$ cat src/rtl/dma_sync_fifo.sv
// Single-clock DMA FIFO, standard or FWFT read, programmable thresholds; optional flush_i via DMA_SYNC_FIFO_FLUSH_EN.
// Latency: read data 1 cycle after an accepted read; FWFT head visible 1 cycle after write into empty.
// Backpressure: writes when full pulse overflow_o; reads when empty pulse underflow_o; both are dropped.
module dma_sync_fifo #(
    parameter int DATA_WIDTH = 8,
    parameter int DEPTH      = 32,
    parameter int FWFT       = 0
) (
    input  logic                   clk_i,
    input  logic                   rst_i,
`ifdef DMA_SYNC_FIFO_FLUSH_EN
    input  logic                   flush_i,
`endif
    input  logic                   wr_en_i,
    input  logic [DATA_WIDTH-1:0]  wdata,
    input  logic                   rd_en_i,
    input  logic [$clog2(DEPTH):0] prog_full_thresh_i,
    input  logic [$clog2(DEPTH):0] prog_empty_thresh_i,
    output logic [DATA_WIDTH-1:0]  rdata,
    output logic                   rd_valid_o,
    output logic                   wr_ack_o,
    output logic                   overflow_o,
    output logic                   underflow_o,
    output logic                   full_o,
    output logic                   almost_full_o,
    output logic                   prog_full_o,
    output logic                   empty_o,
    output logic                   almost_empty_o,
    output logic                   prog_empty_o,
    output logic [$clog2(DEPTH):0] datacount_o
);

    localparam int AW = $clog2(DEPTH);
    localparam int CW = AW + 1;

    logic [DATA_WIDTH-1:0] mem [DEPTH];
    logic [AW-1:0]         wr_ptr;
    logic [AW-1:0]         rd_ptr;
    logic [CW-1:0]         count;
    logic [CW-1:0]         count_nxt;
    logic [CW-1:0]         ram_cnt;
    logic                  out_vld;
    logic                  out_vld_nxt;
    logic                  wr_acc;
    logic                  rd_acc;
    logic                  ram_rd;
    logic                  empty_nxt;
    logic                  flush;

`ifdef DMA_SYNC_FIFO_FLUSH_EN
    assign flush = flush_i;
`else
    assign flush = 1'b0;
`endif

    // In FWFT mode count includes the word parked in the output register,
    // so the RAM itself holds count - out_vld words.
    always_comb begin
        wr_acc    = wr_en_i && !full_o;
        rd_acc    = rd_en_i && !empty_o;
        ram_cnt   = count - CW'(out_vld);
        count_nxt = count + CW'(wr_acc) - CW'(rd_acc);
        if (FWFT != 0) begin
            ram_rd      = (!out_vld || rd_acc) && (ram_cnt != '0);
            out_vld_nxt = ram_rd || (out_vld && !rd_acc);
            empty_nxt   = !out_vld_nxt;
        end else begin
            ram_rd      = rd_acc;
            out_vld_nxt = 1'b0;
            empty_nxt   = (count_nxt == '0);
        end
    end

    always_ff @(posedge clk_i) begin
        if (wr_acc && !flush && !rst_i) begin
            mem[wr_ptr] <= wdata;
        end
    end

    always_ff @(posedge clk_i) begin
        if (rst_i || flush) begin
            wr_ptr         <= '0;
            rd_ptr         <= '0;
            count          <= '0;
            out_vld        <= 1'b0;
            rd_valid_o     <= 1'b0;
            wr_ack_o       <= 1'b0;
            overflow_o     <= 1'b0;
            underflow_o    <= 1'b0;
            full_o         <= 1'b0;
            almost_full_o  <= 1'b0;
            prog_full_o    <= 1'b0;
            empty_o        <= 1'b1;
            almost_empty_o <= 1'b1;
            prog_empty_o   <= 1'b1;
            // A flush keeps the last word on rdata; only reset clears it.
            if (rst_i) begin
                rdata <= '0;
            end
        end else begin
            if (wr_acc) begin
                wr_ptr <= wr_ptr + AW'(1);
            end
            if (ram_rd) begin
                rdata  <= mem[rd_ptr];
                rd_ptr <= rd_ptr + AW'(1);
            end
            count          <= count_nxt;
            out_vld        <= out_vld_nxt;
            rd_valid_o     <= (FWFT != 0) ? out_vld_nxt : rd_acc;
            wr_ack_o       <= wr_acc;
            overflow_o     <= wr_en_i && full_o;
            underflow_o    <= rd_en_i && empty_o;
            full_o         <= (count_nxt == CW'(DEPTH));
            almost_full_o  <= (count_nxt >= CW'(DEPTH - 1));
            prog_full_o    <= (count_nxt >= prog_full_thresh_i);
            empty_o        <= empty_nxt;
            almost_empty_o <= (count_nxt <= CW'(1));
            prog_empty_o   <= (count_nxt <= prog_empty_thresh_i);
        end
    end

    assign datacount_o = count;

endmodule

$ cat config.mk
export PLATFORM = sky130hd
export DESIGN_NAME = dma_sync_fifo
export DESIGN_NICKNAME = d
export VERILOG_FILES = /design/src/rtl/dma_sync_fifo.sv
export SDC_FILE = /design/constraint.sdc
export NUM_CORES = 1
export LEC_CHECK = 0
export CORE_MARGIN = 3
export CORE_UTILIZATION = 41
export CTS_CLUSTER_DIAMETER = 150
export DETAILED_ROUTE_END_ITERATION = 6
export PLACE_DENSITY = 0.63
export SLEW_MARGIN = 20
export SYNTH_ARGS = -nofsm -noshare
export SYNTH_HDL_FRONTEND = slang
export SYNTH_SLANG_ARGS = --single-unit
$ cat constraint.sdc
create_clock -name clk_i -period 2.7 [get_ports clk_i]
set_input_delay 0.405 -clock clk_i [delete_from_list [all_inputs] [get_ports clk_i]]
set_output_delay 0.405 -clock clk_i [all_outputs]
set_load 0.02 [all_outputs]
Word level (Yosys, flattened, before mapping)
Memory sizes are Yosys's and may differ from the RTL's. A register that Yosys moved wholly into a read port is not among the register bits.
Index checks and enable logic that the tools add are counted.

operators by class
  add/subtract/negate cells = 4
  magnitude comparators = 4
  eq/ne operators = 1
  muxes and demuxes = 2
  reductions and logical operators = 9

operators by type and width
  kind                                                                               count
  5-bit by 1-bit adder with 5-bit output (second input constant)                     2
  6-bit by 1-bit adder with 6-bit output                                             1
  6-bit equality test (second input constant)                                        1
  6-bit by 5-bit >= comparator with 1-bit output (second input constant)             1
  6-bit >= comparator                                                                1
  6-bit by 1-bit less-or-equal comparator with 1-bit output (second input constant)  1
  6-bit less-or-equal comparator                                                     1
  6-bit zero test                                                                    1
  6-bit by 1-bit subtractor with 6-bit output                                        1
  1-bit logical AND                                                                  5
  1-bit zero test                                                                    3
  1-bit 2-to-1 mux                                                                   2

word-level totals
  flip-flop bits (word level) = 26
  RAM bits = 256
  input port bits = 24
  output and inout bits = 24
  logic and storage cells = 34
  memories kept = 1

memories
  memory  depth  width  read ports  clocked after Yosys merged registers in  write ports  RTL line  text
  mem     32     8      1           1                                        1            36        logic [DATA_WIDTH-1:0] mem [DEPTH];

Logic depth before layout (Yosys ltp)
  word-level depth = 5
  mapped depth = 15
  gate-level depth less buffers = 14

Least setup slack after synthesis
OpenSTA, ideal clock, no wires.

  kind = register to register
  from = register empty_o
  to = register prog_empty_o
  setup time = 0.087 ns
  arrival = 2.887 ns
  data required time = 2.613 ns
  slack = -0.274 ns
  cell stages (with the launch flop) = 16
  buffers on the path = 1
  clock period less this slack = 2.974 ns
  path through = dfxtp_1 > nand2b_1 > inv_1 > buf_1 > ha_1 > inv_1 > ha_1 > a21oi_1 > o21ai_0 > mux2i_1 > nor2_1 > inv_1 > ha_1 > nand3_1 > nor3_1 > o31ai_1

between the ends
  word-level cells in the longest chain between the ends = 4

RTL lines
  element                                      RTL line  text
  from (decl)                                  27        output logic empty_o,
  from (signal assigned)                       117       empty_o <= empty_nxt;
  1-bit zero test                              60        rd_acc = rd_en_i && !empty_o;
  1-bit logical AND                            60
  named net ram_rd                             46        logic ram_rd;
  6-bit by 1-bit subtractor with 6-bit output  62        count_nxt = count + CW'(wr_acc) - CW'(rd_acc);
  6-bit less-or-equal comparator               119       prog_empty_o <= (count_nxt <= prog_empty_thresh_i);
  to (signal assigned)                         119
  to (decl)                                    29        output logic prog_empty_o,

The timed path passes the listed nets, and every way through them passes these cells.
A chain may end at the register's enable or synchronous reset.

Worst setup path after layout
  from = input port wr_en_i
  to = register prog_empty_o

between the ends
  word-level cells in the longest chain between the ends = 4

RTL lines
  element                                      RTL line  text
  from (decl)                                  14        input logic wr_en_i,
  1-bit logical AND                            59        wr_acc = wr_en_i && !full_o;
  6-bit by 1-bit adder with 6-bit output       62
  6-bit by 1-bit subtractor with 6-bit output  62
  named net count_nxt[3]                       40        logic [CW-1:0] count_nxt;
  6-bit less-or-equal comparator               119

The timed path passes the listed nets, and every way through them passes these cells.

==> summary.md <==
## Status
* outcome: finished clean

## Worst setup path
* FF-to-FF path depth: 14
* origin of the critical flop-to-flop path: empty_o
* type of element capturing the critical path: flop
* data required time of the critical path: 3150 ps
* kind of start point of the critical path: input pin
* arrival time reported for the critical path endpoint: 3020 ps
* Worst setup startpoint: wr_en_i
* Reg2Reg Capture Point: prog_empty_o
* crit path kind: input pin to flop
* register-to-register setup slack: 140 ps
* highest fanout seen on the critical path: 2

## Hold path
* path class of the lowest-slack min-delay path: input pin to flop
* Min-Delay Startpoint: wr_en_i
* Hold Crit Endpoint: overflow_o
* number of cells traversed by the worst hold path: 2

## Power
* switching power share of the total: 25.9%
* clock share of power: 33.6%
* pwr/cell area: 800 nW/um2
* static leakage power: 4.65 nW
* switching power total: 2.88 mW
* total chip power: 11.1 mW
* power share of the sequential group: 45.7%
* Combinational Power Share: 20.6%
* Cell Int Power: 8.25 mW
* worst supply voltage drop on vdd: 0.488 mV

## Timing
* number of pins with negative max-slew slack in the final report: 0
* worst clock skew on the final layout: 14.3 ps
* worst hold-check slack: 453 ps
* transition time of the tightest slew-check pin: 839 ps
* final number of setup-violating endpoints: 0
* worst rel slew slack: 43.6%
* slack of the critical path: 131 ps
* max frequency: 389 MHz
* endpoints failing hold: 0
* share of the clock period used by the worst path after layout: 95.2%
* RSZ-0062 raised after global routing: no
* final period demand of the worst path: 2570 ps

## CTS
* clock insertion delay at the later pin of the skew report: 550 ps
* maximum level of the CTS H-tree: 1
* number of clock sinks: 290
* hold-fix buffer count after cts: 0
* Worst-path clk slew: 60 ps
* CTS Buf Count: 29
* Clock Path Buffers: 3
* clock tree from TritonCTS: built
* clk root buf: sky130_fd_sc_hd__clkbuf_16

## Logic synthesis
* number of nets in the synthesized netlist: 709
* fraction of the yosys area taken by sequential cells: 71.6%
* leading area contributor after synthesis: sky130_fd_sc_hd__edfxtp_1
* Seq cells post-synth: 290
* number of warnings issued by yosys: 0
* post-synthesis instance area: 11700 um2
* cell types occupying the most area after synthesis: sky130_fd_sc_hd__edfxtp_1, sky130_fd_sc_hd__mux4_2, sky130_fd_sc_hd__dfxtp_1
* share of the synthesized area in the top cell type: 65.8%
* most common flop cell mapped by yosys: sky130_fd_sc_hd__edfxtp_1
* number of standard cells after synthesis: 664
* library cells used by synthesis: 48
* EDFF count, synth: 256
* ys async rst share: 0%
* average cell area after synthesis: 17.6 um2

## GRT
* first-pass GRT wire length: 39300 um
* via count of the first global-routing pass: 6548
* GR Layer Usage met3: 2.76%
* Most Crowded Layer GR: met2
* pin count of the biggest net entering global routing: 35
* met2 layer usage reported by global route: 28.6%
* number of antenna violations at the first check in global routing: 0
* total overflow reported by the global router: 0
* met1 layer usage reported by global route: 23.3%
* global router's overall resource usage: 16.9%

## Die
* width of the chip: 175 um
* Die Y: 175 um
* effective utilization at floorplan: 41.8%
* io pins: 48
* placeable core area: 27900 um2
* count of standard-cell rows: 61
* die outline area: 30600 um2

## Layout
* ant diodes: 0
* sequential cell area: 8370 um2
* fraction of layout instances using a drive strength above 1: 20.3%
* post-route non-filler standard cell count: 1186
* Core Util, Final: 49.8%
* area used by multi-input combinational logic: 3020 um2
* Synth-to-Final Area Change: 19.2%
* number of fill cells in the layout: 2337
* number of nets in the final layout: 831

## Routing
* vias post-DR: 6394
* drt drc: 0
* via density per instance: 5.39
* antenna-violating nets left: 0
* DR iter-0 viols: 577
* routed wire length: 26000 um
* iteration count of the initial detailed-routing pass: 5
* routed wire length per instance: 22.0 um

## Place
* routability cong.: 0.862
* pre-CTS setup slack: -482 ps
* number of buffers added on ports: 47
* Cell Count Post-Placement: 1131
* Detail Placement HPWL: 16800 um

## Run
* number of violations of the max-capacitance limit: 0

## cell usage in the layout (no fill, tap or decap), types with 3 or more instances in the layout
cell / n
sky130_fd_sc_hd__edfxtp_1: 256
sky130_fd_sc_hd__buf_4: 73
sky130_fd_sc_hd__nor2_1: 52
sky130_fd_sc_hd__clkdlybuf4s50_1: 47
sky130_fd_sc_hd__mux4_2: 40
sky130_fd_sc_hd__mux2i_1: 32
sky130_fd_sc_hd__dfxtp_1: 32
sky130_fd_sc_hd__clkbuf_16: 29
sky130_fd_sc_hd__inv_1: 28
sky130_fd_sc_hd__nand2_1: 26
sky130_fd_sc_hd__ha_1: 18
sky130_fd_sc_hd__a21oi_1: 17
sky130_fd_sc_hd__o22ai_1: 15
sky130_fd_sc_hd__a22oi_1: 15
sky130_fd_sc_hd__a211oi_1: 9
sky130_fd_sc_hd__mux4_1: 9
sky130_fd_sc_hd__clkbuf_1: 9
sky130_fd_sc_hd__xor2_1: 8
sky130_fd_sc_hd__clkinv_1: 8
sky130_fd_sc_hd__o221ai_1: 7
sky130_fd_sc_hd__a22o_1: 7
sky130_fd_sc_hd__nand3_1: 5
sky130_fd_sc_hd__o31ai_1: 4
sky130_fd_sc_hd__nand3b_1: 4
sky130_fd_sc_hd__nand4_1: 4
sky130_fd_sc_hd__nand2b_1: 3
sky130_fd_sc_hd__o21ai_1: 3
sky130_fd_sc_hd__and2_1: 3
sky130_fd_sc_hd__and3_1: 3
sky130_fd_sc_hd__nor2b_1: 3
sky130_fd_sc_hd__nor3_1: 3
sky130_fd_sc_hd__clkinv_2: 3
## per-layer routing
layer  vias up  part of all wire [%]
li1       2873                     -
met1      3272                    42
met2       211                    49
met3        38                   6.4
met4         0                   2.1
met5         -                     0
## per-stage QoR
step	cell area, um2	TNS, ps
floorplan	11700	0
global placement	13000	-1870
detailed placement	13000	-2660
CTS	13900	0
global route	13900	0
finish	13900	0
## power groups by stage
stage               Sequential (mW)  Clock [mW]  Combinational [mW]
CTS                            5.09        3.83                2.15
floorplan                      5.24           0                1.25
global placement               5.18           0                2.03
finish                         5.09        3.75                2.30
detailed placement             5.18           0                2.13
global route                   5.10        4.01                2.49
## synthesized netlist by cell type (2+ instances only)
master and instances:
sky130_fd_sc_hd__o22ai_1 15, sky130_fd_sc_hd__o31a_1 2, sky130_fd_sc_hd__clkbuf_1 8, sky130_fd_sc_hd__edfxtp_1 256, sky130_fd_sc_hd__nand2b_1 4, sky130_fd_sc_hd__o221ai_1 7, sky130_fd_sc_hd__nand3_1 6, sky130_fd_sc_hd__and3_1 3
sky130_fd_sc_hd__o32ai_1 2, sky130_fd_sc_hd__o31ai_1 4, sky130_fd_sc_hd__ha_1 20, sky130_fd_sc_hd__buf_2 6, sky130_fd_sc_hd__xor2_1 8, sky130_fd_sc_hd__nor2b_1 4, sky130_fd_sc_hd__mux2i_1 32, sky130_fd_sc_hd__or3_1 2
sky130_fd_sc_hd__nor2_1 52, sky130_fd_sc_hd__a21oi_1 18, sky130_fd_sc_hd__nand3b_1 4, sky130_fd_sc_hd__a22oi_1 15, sky130_fd_sc_hd__nand2_1 26, sky130_fd_sc_hd__mux4_1 9, sky130_fd_sc_hd__nand4_1 4, sky130_fd_sc_hd__dfxtp_1 34
sky130_fd_sc_hd__a22o_1 7, sky130_fd_sc_hd__and2_1 3, sky130_fd_sc_hd__buf_6 12, sky130_fd_sc_hd__o21ai_0 4, sky130_fd_sc_hd__mux4_2 40, sky130_fd_sc_hd__nor3_1 3, sky130_fd_sc_hd__a211oi_1 9, sky130_fd_sc_hd__xnor2_1 2
sky130_fd_sc_hd__inv_1 28
## registers in the layout (all words and copies together) (netlist names), 5 cells and up
| name | count |
|---|---|
| rdata | 8 |
| rd_ptr | 5 |
| wr_ptr | 5 |
| datacount_o | 6 |
| mem | 256 |
## cell type report
cell class | instances | area share [%]
well taps | 378 | 3.40
clock inverters | 15 | 0.962
repair buffers | 122 | 7.61
clock buffers | 38 | 5.46
flip-flops and latches | 290 | 60.2
inverters | 28 | 0.755
multi-input cells | 315 | 21.7
## cell families after synthesis
family | count (synthesis) | synth area share (%)
adders and majority gates | 21 | 2.31
buffers and inverters | 59 | 2.95
muxes | 81 | 12.5
AOI/OAI and AO/OA | 88 | 5.25
xor gates and xnor gates | 11 | 0.943
and+or+nand+nor | 114 | 4.43
DFF | 290 | 71.6
## worst max-delay path, cell delays in order
cell                              delay, ps
sky130_fd_sc_hd__clkdlybuf4s50_1        460
sky130_fd_sc_hd__nor2b_2                150
sky130_fd_sc_hd__inv_1                   70
sky130_fd_sc_hd__ha_1                   190
sky130_fd_sc_hd__inv_1                   70
sky130_fd_sc_hd__ha_1                   260
sky130_fd_sc_hd__a21oi_2                190
sky130_fd_sc_hd__o21ai_1                110
sky130_fd_sc_hd__buf_4                  150
sky130_fd_sc_hd__a21o_1                 170
sky130_fd_sc_hd__inv_1                   80
sky130_fd_sc_hd__ha_1                   250
sky130_fd_sc_hd__a21oi_1                180
sky130_fd_sc_hd__o32ai_1                 90
sky130_fd_sc_hd__o31ai_1                200
## how the worst max path moves through the flow
stage / to / slack, ps / cells past startpoint
final: prog_empty_o / 130 / 15
after global placement: prog_full_o / -410 / 13
after floorplan: prog_full_o / 3 / 13
after detailed placement: prog_empty_o / -480 / 15
after CTS: prog_empty_o / 80 / 15
after global routing: prog_empty_o / 2 / 15
## what timing repair did
| item | in CTS | in global routing |
|---|---|---|
| endpoints found under the setup margin | 0 | 3 |
| resized for setup | 0 | 7 |
| setup buffers | 0 | 2 |
(Power assumes the default switching activity.)
